### src/rtl/fact_scheduler.sv
// rtl/fact_scheduler.sv - round-robin arbiter sharing one factorial core among NREQ requesters
// Optional watchdog: define FACT_SCHED_TIMEOUT_EN.
module fact_scheduler #(
    parameter int NREQ    = 4,
    parameter int IDW     = 2,
    parameter int NW      = 4,
    parameter int FW      = 32,
    parameter int TIMEOUT = 255
) (
    input  logic               clk,
    input  logic               rst,
    input  logic [NREQ-1:0]    req,
    input  logic [NREQ*NW-1:0] n_flat,
    output logic [NREQ-1:0]    ack,
    output logic [FW-1:0]      result,
    output logic [IDW-1:0]     res_id,
    output logic               err,
    output logic               busy,
    output logic               core_start,
    output logic [NW-1:0]      core_n,
    input  logic               core_done,
    input  logic [FW-1:0]      core_result
);

    typedef enum logic [2:0] {
        S_IDLE,
        S_ISSUE,
        S_WAIT_BUSY,
        S_WAIT_DONE,
        S_RESP
    } state_t;

    state_t          state_q, state_d;
    logic [IDW-1:0]  ptr_q, ptr_d;
    logic [IDW-1:0]  cur_id_q, cur_id_d;
    logic [NW-1:0]   core_n_q, core_n_d;
    logic            core_start_q, core_start_d;
    logic [NREQ-1:0] ack_q, ack_d;
    logic [FW-1:0]   result_q, result_d;
    logic [IDW-1:0]  res_id_q, res_id_d;
    logic            busy_q, busy_d;
    logic            err_d;

    logic            gnt_found;
    logic [IDW-1:0]  gnt_id;
    logic [IDW-1:0]  gnt_next;

`ifdef FACT_SCHED_TIMEOUT_EN
    localparam int TW = (TIMEOUT < 2) ? 1 : $clog2(TIMEOUT + 1);
    logic [TW-1:0] tmo_cnt_q, tmo_cnt_d;
    logic          tmo_hit;
    logic          err_q;
    assign tmo_hit = (tmo_cnt_q == TW'(TIMEOUT - 1));
`endif

    // Rotating priority: first requester at or after ptr, wrapping modulo NREQ.
    always_comb begin
        gnt_found = 1'b0;
        gnt_id    = '0;
        for (int i = 0; i < NREQ; i++) begin
            automatic int idx = int'(ptr_q) + i;
            if (idx >= NREQ) idx = idx - NREQ;
            if (!gnt_found && req[idx]) begin
                gnt_found = 1'b1;
                gnt_id    = IDW'(idx);
            end
        end
    end

    always_comb begin
        automatic int nxt = int'(gnt_id) + 1;
        if (nxt >= NREQ) nxt = 0;
        gnt_next = IDW'(nxt);
    end

    always_comb begin
        state_d      = state_q;
        ptr_d        = ptr_q;
        cur_id_d     = cur_id_q;
        core_n_d     = core_n_q;
        core_start_d = 1'b0;
        ack_d        = '0;
        result_d     = result_q;
        res_id_d     = res_id_q;
        err_d        = 1'b0;
`ifdef FACT_SCHED_TIMEOUT_EN
        tmo_cnt_d    = tmo_cnt_q;
`endif
        case (state_q)
            S_IDLE: begin
                // Gating on core_done keeps a new start off a core still finishing a job.
                if (gnt_found && core_done) begin
                    state_d      = S_ISSUE;
                    cur_id_d     = gnt_id;
                    core_n_d     = n_flat[int'(gnt_id)*NW +: NW];
                    ptr_d        = gnt_next;
                    core_start_d = 1'b1;
                end
            end
            S_ISSUE: begin
                state_d = S_WAIT_BUSY;
`ifdef FACT_SCHED_TIMEOUT_EN
                tmo_cnt_d = '0;
`endif
            end
            S_WAIT_BUSY: begin
`ifdef FACT_SCHED_TIMEOUT_EN
                tmo_cnt_d = tmo_cnt_q + 1'b1;
                if (tmo_hit) begin
                    state_d         = S_RESP;
                    result_d        = '0;
                    res_id_d        = cur_id_q;
                    ack_d[cur_id_q] = 1'b1;
                    err_d           = 1'b1;
                end else if (!core_done) begin
                    state_d = S_WAIT_DONE;
                end
`else
                if (!core_done) state_d = S_WAIT_DONE;
`endif
            end
            S_WAIT_DONE: begin
                if (core_done) begin
                    state_d         = S_RESP;
                    result_d        = core_result;
                    res_id_d        = cur_id_q;
                    ack_d[cur_id_q] = 1'b1;
                end
`ifdef FACT_SCHED_TIMEOUT_EN
                else begin
                    tmo_cnt_d = tmo_cnt_q + 1'b1;
                    if (tmo_hit) begin
                        state_d         = S_RESP;
                        result_d        = '0;
                        res_id_d        = cur_id_q;
                        ack_d[cur_id_q] = 1'b1;
                        err_d           = 1'b1;
                    end
                end
`endif
            end
            S_RESP: begin
                state_d = S_IDLE;
            end
            default: begin
                state_d = S_IDLE;
            end
        endcase
        busy_d = (state_d != S_IDLE);
    end

    always_ff @(posedge clk or posedge rst) begin
        if (rst) begin
            state_q      <= S_IDLE;
            ptr_q        <= '0;
            cur_id_q     <= '0;
            core_n_q     <= '0;
            core_start_q <= 1'b0;
            ack_q        <= '0;
            result_q     <= '0;
            res_id_q     <= '0;
            busy_q       <= 1'b0;
        end else begin
            state_q      <= state_d;
            ptr_q        <= ptr_d;
            cur_id_q     <= cur_id_d;
            core_n_q     <= core_n_d;
            core_start_q <= core_start_d;
            ack_q        <= ack_d;
            result_q     <= result_d;
            res_id_q     <= res_id_d;
            busy_q       <= busy_d;
        end
    end

`ifdef FACT_SCHED_TIMEOUT_EN
    always_ff @(posedge clk or posedge rst) begin
        if (rst) begin
            tmo_cnt_q <= '0;
            err_q     <= 1'b0;
        end else begin
            tmo_cnt_q <= tmo_cnt_d;
            err_q     <= err_d;
        end
    end
    assign err = err_q;
`else
    assign err = 1'b0;
    logic unused_err;
    assign unused_err = err_d;
`endif

    assign ack        = ack_q;
    assign result     = result_q;
    assign res_id     = res_id_q;
    assign busy       = busy_q;
    assign core_start = core_start_q;
    assign core_n     = core_n_q;

endmodule

### config.mk
export PLATFORM = sky130hd
export DESIGN_NAME = fact_scheduler
export DESIGN_NICKNAME = d
export VERILOG_FILES = /design/src/rtl/fact_scheduler.sv
export SDC_FILE = /design/constraint.sdc
export NUM_CORES = 1
export LEC_CHECK = 0
export BUFFER_PORTS_ARGS = -buffer_cell sky130_fd_sc_hd__buf_2
export CORE_MARGIN = 4
export CORE_UTILIZATION = 45
export CTS_CLUSTER_SIZE = 30
export DETAILED_ROUTE_END_ITERATION = 16
export PLACE_DENSITY_LB_ADDON = 0.2
export SYNTH_ARGS = -nofsm -noshare
export SYNTH_HDL_FRONTEND = slang
export SYNTH_SLANG_ARGS = --single-unit
### constraint.sdc
create_clock -name clk -period 1.7 [get_ports clk]
set_input_delay 0.17 -clock clk [delete_from_list [all_inputs] [get_ports clk]]
set_output_delay 0.17 -clock clk [all_outputs]
set_load 0.05 [all_outputs]
Word level (Yosys, flattened, before mapping)
Index checks and enable logic that the tools add are counted.

Add/subtract/negate cells: 8. $lt $le $gt $ge: 11. Eq/ne operators: 3. Shift-type cells: 1. Muxes and demuxes: 35. Reductions and logical operators: 12.

Operators by type and width (number): $lt 32x4->1 const B (4); $mux 32 (4); $shiftx 16x5->4 (1); $mux 1 (15); $ge 3x3->1 const B (4); $pmux 3 s4 (1); $sub 3x3->4 const B (3); $mux 2 (5); $mux 3 (3); $bmux 1 s2 (4); $mux 4 (2); $add 2x1->3 const B (2); $add 2x2->3 const B (2); $eq 3x2->1 const B (2); $logic_and 1x1->1 (5); $reduce_and 2->1 (2); $sub 2x3->4 const B (1); $eq 3x1->1 const B (1); $ge 2x3->1 const B (1); $logic_not 1->1 (3); $logic_not 3->1 (1); $lt 2x3->1 const B (1); $reduce_bool 3->1 (1); $demux 1 s2 (1); $ge 2x1->1 const B (1).

Bits in registers: 51. Bits of input ports: 55. Output and inout port bits: 45. Logic and storage cells: 79.

Longest topological paths before layout
Gate-level depths: netlist (run 1).

Depth after elaboration: 19. Depth in mapped cells: 7. Gate-level depth less buffers: 5.

Worst setup path after synthesis (run 1)
No wires, ideal clock.

Path type: register to register. Start: reg with a tool-made name. End: reg core_n_q[3] (netlist: core_n[3]). Setup time: 0.131 ns. Arrival: 1.413 ns. Data required time: 1.569 ns. Slack: 0.156 ns. Cell stages (with the launch flop): 7. Path buffers: 1. Clock period less this slack: 1.544 ns. Path through: dfrtp_1 nor2b_1 or3_4 a21oi_2 buf_6 mux2i_1 o221ai_2.

RTL lines: to (signal assigned) (RTL line 167) `core_n_q <= core_n_d;`; to (decl) (RTL line 36) `logic [NW-1:0] core_n_q, core_n_d;`.

Worst setup path in the final report (run 1)
Start: reg ptr_q[1]. End: reg core_n_q[0] (netlist: core_n[0]).

Longest elaborated chain between the ends: 17. Elaborated cells between the ends (all ways): 44. Classes of those cells: add/sub (7); order compare (4); shift (1); mux (24); reduce/logical (8).

Ends and longest elaborated chain: from (decl) (RTL line 34) `logic [IDW-1:0] ptr_q, ptr_d;`; from (signal assigned) (RTL line 165) `ptr_q <= ptr_d;`; branches (longest 17 deep; another with $sub 3x3->4).

Parallel ways; which one is timed is not known. The select of a mux whose other input is x is not followed. A chain may end at the register's enable or synchronous reset.

==> reports/summary.txt, run 1 <==
setup TNS: 0 ps
I/O pin count: 100
setup slack after layout: 145 ps
Die Area: 6090 µm²
total power draw: 5.85 mW
worst-case headroom to the max-slew limit: 0.600
RD Place Congestion: 0.744
reg2reg setup slack: 140 ps
peak fanout along the critical path: 10
R2R depth: 5
n_diodes: 0
Worst Hold Path EP: result[23]$_DFFE_PP0P_
fin crit share: 0.915
status: complete, no violations
critical path arrival: 1730 ps
cts hold-fix bufs: 1
min-delay src: core_result[23]
Die Wd: 78.0 µm
Setup Crit Path Kind: register to register
# rows: 25
Post-CTS Resized: 0
skew final: 7.60 ps
Residual DRC: 0
Clock Latency Late Sink: 290 ps
Slowest cell on crit path: dfrtp_1
Cells after Synth: 233
RSZ-0062 raised after global routing: no
EDFF count, synth: 0
final hold vios: 0
crit path time final: 1560 ps
Syn Nets: 288
first-pass GRT wire length: 8090 µm
synth unique cells: 35
CP Buf/Inv Count: 1
Setup Buffers After CTS: 0
DPL Wire Length: 3440 µm
worst reg2reg startpoint: ptr_q[1]$_DFFE_PP0P_
GRT overflow: 0
hold depth: 3
fin area: 2890 µm²
Power Density: 2030 nW/µm²
yosys warns: 0
Util after Layout: 0.611
largest net degree at the start of global routing: 37
Synth area leaders: dfrtp_1 58%, nand2_1 19%, mux2i_1 4.1%
DR iter-0 viols: 42
final wirelength: 4710 µm
via count: 1858
H-tree depth: 2
Reg clk slew, reported paths: 90 ps
number of global-route vias before repair: 1833
nature of the critical path startpoint: register
CP required: 1870 ps
CP Cell Sequence: or3_4 -> a21oi_2 -> buf_12 -> mux2i_1 -> o221ai_2
Clock Tree Buf Depth: 2
nets@finish: 390
Starting Density: 0.467
cell family with most CP delay: flip-flops
non-filler cells, final: 402
Area Growth Syn to Fin: 30.9%
initial antenna violation count: 0
Die Span Y: 78.0 µm
Setup Slack @ Placement: 96.1 ps
Pins Over Slew Limit: 0
Leak: 1.64 nW
Core ar.: 4720 µm²
ys async rst share: 1.00
Seq/Total Area, Yosys: 0.579
PortBufs: 98
top cell type's share of synthesized area: 0.579
Routed WL per cell: 11.7 µm
fraction of layout cells with a size suffix above 1: 0.379
ys flop type: dfrtp_1
Hold Path Class: input port to register
Mapped Area: 2210 µm²
antenna viol nets, final: 0
syn_area_per_cell: 9.47 µm²
# setup viols final: 0
peak supply drop: 910 µV
worst hold slack: 57.4 ps
CP endpoint kind: register
clk sinks: 51
Max Cap Violations: 0
Tightest Pin Transition: 599 ps
root buffer cell: clkbuf_8
biggest cell delay along the critical path: 380 ps
Placed Cells: 394
Vias/cell: 4.62
TritonCTS Buffers: 5
placed inst area: 2800 µm²
FF+latch count, synth: 51
CTS tree: built
worst r2r dst: core_n[0]$_DFFE_PP0P_
Yosys top cell by area: dfrtp_1
total track usage: 0.164
Pre-antenna DRT Iters: 4
Peak Freq: 643 MHz
[cells in the mapped netlist (2+ instances only)]
| master | n |
|---|---|
| nor4_1 | 2 |
| nor2_1 | 4 |
| o221ai_2 | 4 |
| dfrtp_1 | 51 |
| nand2b_1 | 4 |
| o21ai_0 | 4 |
| nor3_1 | 3 |
| buf_2 | 2 |
| clkbuf_1 | 5 |
| inv_2 | 2 |
| buf_6 | 2 |
| o21ai_1 | 3 |
| nor2b_1 | 2 |
| nand2_1 | 111 |
| a31oi_1 | 2 |
| inv_1 | 3 |
| mux2i_1 | 9 |
| a21oi_1 | 2 |
| and3_1 | 2 |
[tightest hold or removal path: stages]
cell and delay (ps):
buf_2 70, nand2_1 40, nand2_1 40
[power breakdown]
| group | internal (mW) | switching (mW) | leakage, nW |
|---|---|---|---|
| clock | 0.282 | 0.371 | 0.0440 |
| sequential | 1.72 | 0.258 | 0.645 |
| combinational | 0.835 | 2.39 | 0.946 |
| total | 2.83 | 3.02 | 1.64 |
[cells by family (layout without fill, tap and decap cells)]
family	count (synthesis)	in the layout	synth area share
simple gates	137	137	0.272
flops	51	51	0.579
compound gates	17	17	0.0613
buf+inv	16	118	0.0369
mux	10	10	0.0459
other cells	1	1	0.00170
xor+xnor	1	1	0.00397
[per-layer routing]
| layer | part of all wire | GRT usage | vias to the layer above |
|---|---|---|---|
| met1 | 0.45 | 0.206 | 821 |
| li1 | - | - | 949 |
| met2 | 0.45 | 0.277 | 79 |
| met3 | 0.080 | 0.0459 | 9 |
| met5 | 0 | 0 | - |
| met4 | 0.019 | 0.0472 | 0 |
[layout by cell type, fill, tap and decap left out, drive strengths merged, types with 4 or more instances in the layout]
cell type  count
nand2        113
buf          105
dfrtp         51
mux2i          9
o21ai          7
clkbuf         5
nand2b         5
inv            5
nor2           4
o221ai         4
[layout make-up]
class / instances / area [µm²]
Clock buffer: 5 / 68.8
Clock inverter: 2 / 13.8
Fill cell: 407 / 1840
Inverter: 5 / 18.8
Multi-Input combinational cell: 166 / 848
Sequential cell: 51 / 1280
Tap cell: 67 / 83.8
Timing Repair Buffer: 106 / 578
[how the worst max path moves through the flow]
stage                                     from               endpoint  slack, ps  depth (start not counted)
after detailed placement                req[1]  core_n[0]$_DFFE_PP0P_        100                          7
after CTS                 ptr_q[1]$_DFFE_PP0P_  core_n[2]$_DFFE_PP0P_        130                          5
after floorplan                       register  core_n[3]$_DFFE_PP0P_        160                          6
after global placement                  req[1]  core_n[1]$_DFFE_PP0P_        120                          7
final                     ptr_q[1]$_DFFE_PP0P_  core_n[0]$_DFFE_PP0P_        140                          5
after global routing      ptr_q[1]$_DFFE_PP0P_  core_n[3]$_DFFE_PP0P_         20                          5
[state kept, by name, summed over array words and instances (netlist names), named ones only]
| name | count |
|---|---|
| res_id | 2 |
| core_n | 4 |
| ack | 4 |
| ptr_q | 1 |
| state_q | 3 |
| core_start | 1 |
| busy | 1 |
| result | 32 |
| cur_id_q | 2 |
(Power assumes the default switching activity.)
==> run 2: changes to the inputs <==
--- a/config.mk
+++ b/config.mk
@@ -8,9 +8,10 @@
 export BUFFER_PORTS_ARGS = -buffer_cell sky130_fd_sc_hd__buf_2
 export CORE_MARGIN = 4
 export CORE_UTILIZATION = 45
+export CTS_BUF_LIST = sky130_fd_sc_hd__clkbuf_8 sky130_fd_sc_hd__clkbuf_16
 export CTS_CLUSTER_SIZE = 30
 export DETAILED_ROUTE_END_ITERATION = 16
-export PLACE_DENSITY_LB_ADDON = 0.2
+export PLACE_DENSITY = 0.77
 export SYNTH_ARGS = -nofsm -noshare
 export SYNTH_HDL_FRONTEND = slang
 export SYNTH_SLANG_ARGS = --single-unit
==> run 2 against run 1 <==
Compared with the run above: highest routed layer unchanged; global-route usage increased by 0.76 points; flip-flop and latch count stayed put; largest cell class unchanged; final area increased by 1.4%; critical path type unchanged.
==> reports/summary.txt, run 2 (synthesis results as in run 1) <==
Largest register FFs: 32 (unchanged)
skew final: 4.94 ps (-2.66 ps)
Peak Freq: 638 MHz (-0.83%)
Setup Crit Path Kind: register to register
# setup viols final: 0 (unchanged)
clk sinks: 51 (unchanged)
Util after Layout: 0.620 (+0.00848)
CP endpoint kind: register
Die Span Y: 78.0 µm (unchanged)
most frequent cells in the layout: 111 x nand2_1, 98 x buf_2, 51 x dfrtp_1
Vias/cell: 4.67 (+1.0%)
status: complete, no violations
Starting Density: 0.467 (unchanged)
TritonCTS Buffers: 5 (unchanged)
critical path arrival: 1760 ps (+30 ps)
largest net degree at the start of global routing: 37 (unchanged)
I/O pin count: 100 (unchanged)
CTS tree: built
Setup Buffers After CTS: 0 (unchanged)
worst-case headroom to the max-slew limit: 0.613 (+0.0128)
number of global-route vias before repair: 1895 (+3.4%)
DR iter-0 viols: 70 (+67%)
Leak: 1.65 nW (+0.62%)
Power Density: 2070 nW/µm² (+2.2%)
Comb power frac: 0.533 (-0.018)
initial antenna violation count: 0 (unchanged)
antenna viol nets, final: 0 (unchanged)
Clock Tree Buf Depth: 2 (unchanged)
CP required: 1890 ps (+20 ps)
nets@finish: 390 (unchanged)
via count: 1882 (+1.3%)
Die Wd: 78.0 µm (unchanged)
fin crit share: 0.922 (+0.00766)
sequential share of power: 0.327 (-0.010)
n_diodes: 0 (unchanged)
total track usage: 0.172 (+0.00763)
root buffer cell: clkbuf_8
Reg clk slew, reported paths: 90 ps (about the same)
first-pass GRT wire length: 8420 µm (+4.1%)
# rows: 25 (unchanged)
setup TNS: 0 ps (unchanged)
PortBufs: 98 (unchanged)
Die Area: 6090 µm² (unchanged)
GRT overflow: 0 (unchanged)
Residual DRC: 0 (unchanged)
Hold Path Class: input port to register
R2R depth: 5 (unchanged)
Max Cap Violations: 0 (unchanged)
hold depth: 3 (unchanged)
final hold vios: 0 (unchanged)
Switch Pwr: 3.06 mW (+1.3%)
Clock power frac: 0.140 (+0.028)
Clock Latency Late Sink: 300 ps (about the same)
fraction of layout cells with a size suffix above 1: 0.387 (+0.00780)
final wirelength: 4820 µm (+2.2%)
crit path time final: 1570 ps (+13.0 ps)
RSZ-0062 raised after global routing: no
Tightest Pin Transition: 580 ps (-19.2 ps)
Routed WL per cell: 12.0 µm (+2.0%)
Switching Share: 0.505 (-0.0112)
Pre-antenna DRT Iters: 4 (unchanged)
nature of the critical path startpoint: register
Core ar.: 4720 µm² (unchanged)
peak supply drop: 1020 µV (+12%)
Pins Over Slew Limit: 0 (unchanged)
most common cell after layout, fill and taps aside: nand2_1
RD Place Congestion: 0.754 (+1.3%)
peak fanout along the critical path: 10 (unchanged)
Pint: 3.00 mW (+6.0%)
DPL Wire Length: 3530 µm (+2.5%)
Area Growth Syn to Fin: 32.7%
H-tree depth: 2 (unchanged)
worst hold slack: 48.7 ps (-8.70 ps)
-- run 2: cell types whose count changed in the layout (fill, tap and decap cells not counted) --
cell | before | now
clkinv_4 | 1 | 0
clkinvlp_4 | 0 | 1
clkinv_2 | 1 | 0
mux2i_2 | 0 | 2
inv_6 | 0 | 1
bufinv_16 | 0 | 1
mux2i_1 | 9 | 7
-- run 2: worst max-delay path, stage by stage (launching register included) --
cell and delay, ps:
dfrtp_1 380, or3_4 380, a21oi_2 190, buf_12 160, mux2i_2 220, o221ai_2 120
-- run 2: per-layer routing --
layer | GRT usage | part of all wire | routed length, µm
met1 | 0.227 | 0.45 | 2180
met2 | 0.271 | 0.44 | 2100
met3 | 0.0505 | 0.094 | 451
met4 | 0.0612 | 0.017 | 82
met5 | 0 | 0 | 0
-- run 2: area by class of cell --
class                   instances  area [µm²]
clock buffers                   5        68.8
clock inverters                 3        46.3
fillers                       385        1800
inverters                       5        18.8
multi-input cells             166         856
flip-flops and latches         51        1280
well taps                      67        83.8
repair buffers                106         578
-- run 2: final timing paths --
path                                             from                     end  slack (ps)
worst max-delay path             ptr_q[1]$_DFFE_PP0P_   core_n[3]$_DFFE_PP0P_         130
worst min-delay path                  core_result[22]  result[22]$_DFFE_PP0P_          50
worst max register to register   ptr_q[1]$_DFFE_PP0P_   core_n[3]$_DFFE_PP0P_         130
worst min register to register  res_id[0]$_DFFE_PP0P_   res_id[0]$_DFFE_PP0P_         470
max in group asynchronous                         rst  result[27]$_DFFE_PP0P_         780
min in group asynchronous                         rst  result[20]$_DFFE_PP0P_         420
-- run 2: per-stage QoR --
step                      instances  total power [mW]  worst slack [ps]  cell area (µm²)
after floorplan                 233              4.46               156             2210
after global placement          394              5.20               125             2800
after detailed placement        394              5.26              67.4             2800
after CTS                       403              6.12               105             2920
after global routing            403              6.45              2.31             2930
final                           403              6.06               132             2930
-- run 2: timing repair --
action | in CTS | in global routing
endpoints found under the hold margin | 21 | 0
gates resized for setup | 0 | 2
hold buffers | 1 | 0
setup endpoints to repair | 0 | 1
-- run 2: power groups by stage --
stage | Sequential (mW) | Combinational [mW] | Clock (mW)
final | 1.98 | 3.23 | 0.846
after global routing | 2.05 | 3.49 | 0.914
after CTS | 1.99 | 3.26 | 0.875
after detailed placement | 2.00 | 3.26 | 0
after global placement | 2.00 | 3.20 | 0
after floorplan | 3.52 | 0.948 | 0
==> run 3: changes to the inputs <==
--- a/config.mk
+++ b/config.mk
@@ -12,6 +12,8 @@
 export CTS_CLUSTER_SIZE = 30
 export DETAILED_ROUTE_END_ITERATION = 16
 export PLACE_DENSITY = 0.77
+export SETUP_SLACK_MARGIN = 0.4
+export SLEW_MARGIN = 20
 export SYNTH_ARGS = -nofsm -noshare
 export SYNTH_HDL_FRONTEND = slang
 export SYNTH_SLANG_ARGS = --single-unit
==> run 3 against run 2 <==
Compared with the run above: sequential share of layout area down 6.2 points; via count up 8.6%; clock skew up 6.0 ps.
==> reports/summary.txt, run 3 (synthesis results as in run 1) <==
Tightest Pin Transition: 499 ps (-81.4 ps)
Clock Tree Buf Depth: 2 (unchanged)
RD Place Congestion: 0.767 (+1.7%)
Slowest cell on crit path: dfrtp_1
CP endpoint kind: register
Clock power frac: 0.099 (-0.041)
placed inst area: 2790 µm² (about the same)
initial antenna violation count: 0 (unchanged)
Clock Latency Late Sink: 290 ps (about the same)
# rows: 25 (unchanged)
most frequent cells in the layout: 98 x buf_2, 66 x nand2_1, 49 x dfrtp_1
crit path time final: 1600 ps (+34.2 ps)
Largest register FFs: 32 (unchanged)
status: complete, no violations
nets@finish: 406 (+4.1%)
n_diodes: 0 (unchanged)
Setup Crit Path Kind: register to register
biggest cell delay along the critical path: 420 ps (+40 ps)
total power draw: 6.84 mW (+13%)
worst r2r dst: core_n[0]$_DFFE_PP0P_
reg2reg setup slack: 100 ps (-30 ps)
Die Span Y: 78.0 µm (unchanged)
Pins Over Slew Limit: 0 (unchanged)
CTS tree: built
Hold Path Class: input port to register
total track usage: 0.176 (+0.00472)
antenna viol nets, final: 0 (unchanged)
busiest grt layer: met2
fin area: 3420 µm² (+17%)
peak fanout along the critical path: 10 (unchanged)
non-filler cells, final: 418 (+3.7%)
H-tree depth: 2 (unchanged)
Pint: 3.34 mW (+11%)
Worst Hold Path EP: result[14]$_DFFE_PP0P_
worst hold slack: 55.8 ps (+7.06 ps)
Reg clk slew, reported paths: 90 ps (about the same)
setup slack after layout: 97.6 ps (-34.2 ps)
fin crit share: 0.943 (+0.0201)
Residual DRC: 0 (unchanged)
Starting Density: 0.467 (unchanged)
Peak Freq: 624 MHz (-2.1%)
hold depth: 3 (unchanged)
nature of the critical path startpoint: register
clk sinks: 51 (unchanged)
root buffer cell: clkbuf_8
Die Area: 6090 µm² (unchanged)
I/O pin count: 100 (unchanged)
most common cell after layout, fill and taps aside: buf_2
met3 Track Usage GR: 0.0470 (-0.00344)
fraction of layout cells with a size suffix above 1: 0.567 (+0.180)
skew final: 10.9 ps (+5.96 ps)
Max Cap Violations: 0 (unchanged)
TritonCTS Buffers: 5 (unchanged)
Area Growth Syn to Fin: 55.2%
Pre-antenna DRT Iters: 5 (+1)
Routed WL per cell: 15.8 µm (+32%)
CP Buf/Inv Count: 1 (unchanged)
# setup viols final: 0 (unchanged)
R2R depth: 6 (+1)
number of global-route vias before repair: 1907 (+0.63%)
worst-case headroom to the max-slew limit: 0.667 (+0.0541)
sequential share of power: 0.313 (-0.014)
Setup Slack @ Placement: 37.2 ps (-30.2 ps)
first-pass GRT wire length: 8600 µm (+2.1%)
register area: 1280 µm² (+0.20%)
final wirelength: 6600 µm (+37%)
met2 usage: 0.289 (+0.0188)
Power Density: 2000 nW/µm² (-3.5%)
peak supply drop: 1110 µV (+8.8%)
FILL cells: 334 (-13%)
Switch Pwr: 3.50 mW (+14%)
GRT overflow: 0 (unchanged)
final hold vios: 0 (unchanged)
Util after Layout: 0.725 (+0.105)
Core ar.: 4720 µm² (unchanged)
Comb power frac: 0.589 (+0.056)
RSZ-0062 raised after global routing: yes
setup TNS: 0 ps (unchanged)
CP required: 1870 ps (-20 ps)
Placed Cells: 392 (-0.51%)
critical path arrival: 1770 ps (about the same)
multi-input combinational cell area: 1120 µm² (+31%)
Switching Share: 0.512 (+0.00692)
DPL Wire Length: 3630 µm (+2.8%)
met1 usage: 0.233 (+0.00637)
cell family with most CP delay: flip-flops
Die Wd: 78.0 µm (unchanged)
CP Cell Sequence: nor2b_2 -> or3_4 -> a21oi_4 -> buf_12 -> mux2i_1 -> o221ai_2
PortBufs: 98 (unchanged)
via count: 2043 (+8.6%)
min-delay src: core_result[14]
largest net degree at the start of global routing: 37 (unchanged)
Vias/cell: 4.89 (+4.7%)
Leak: 1.82 nW (+11%)
DR iter-0 viols: 40 (-43%)
==> run 3: power groups by stage <==
stage               Combinational [mW]  Sequential (mW)  Clock (mW)
floorplan                        0.965             3.52           0
global placement                  3.18             2.02           0
detailed placement                3.25             2.03           0
CTS                               3.40             2.00       0.692
global route                      4.26             2.21       0.753
finish                            4.03             2.14       0.677
==> run 3: area by class of cell <==
cell class | count | share of cell area
inverters | 5 | 0.0110
repair buffers | 118 | 0.228
repair inverters | 3 | 0.00914
clock buffers | 6 | 0.0241
clock inverters | 1 | 0.00146
multi-input cells | 167 | 0.328
well taps | 67 | 0.0245
flip-flops and latches | 51 | 0.374
==> run 3: worst reg2reg max path: stages (launching register included) <==
cell      delay [ps]
dfrtp_1          420
nor2b_2           70
or3_4            350
a21oi_4          160
buf_12           160
mux2i_1          230
o221ai_2         100
==> run 3: per-layer routing <==
layer  vias to the layer above  share of wire
li1                        984              -
met1                       961           0.41
met2                        92           0.51
met3                         6          0.070
met4                         0          0.011
met5                         -              0
==> run 3: how the worst max path moves through the flow <==
stage,slack (ps),depth (start not counted),end,startpoint
5_1_grt,-8,6,core_n[3]$_DFFE_PP0P_,register
4_1_cts,110,6,core_n[1]$_DFFE_PP0P_,register
3_3_place_gp,110,6,core_n[1]$_DFFE_PP0P_,register
6_report,100,6,core_n[0]$_DFFE_PP0P_,register
3_5_place_dp,40,6,core_n[3]$_DFFE_PP0P_,register
2_1_floorplan,190,6,core_n[0]$_DFFE_PP0P_,register
==> run 3: repair_timing <==
item	4_1_cts	5_1_grt
hold buffers	1	0
endpoints found under the setup margin	47	45
pin swaps	6	53
setup buffers	3	4
gates cloned	0	11
hold endpoints to repair	21	0
gates resized for setup	16	75
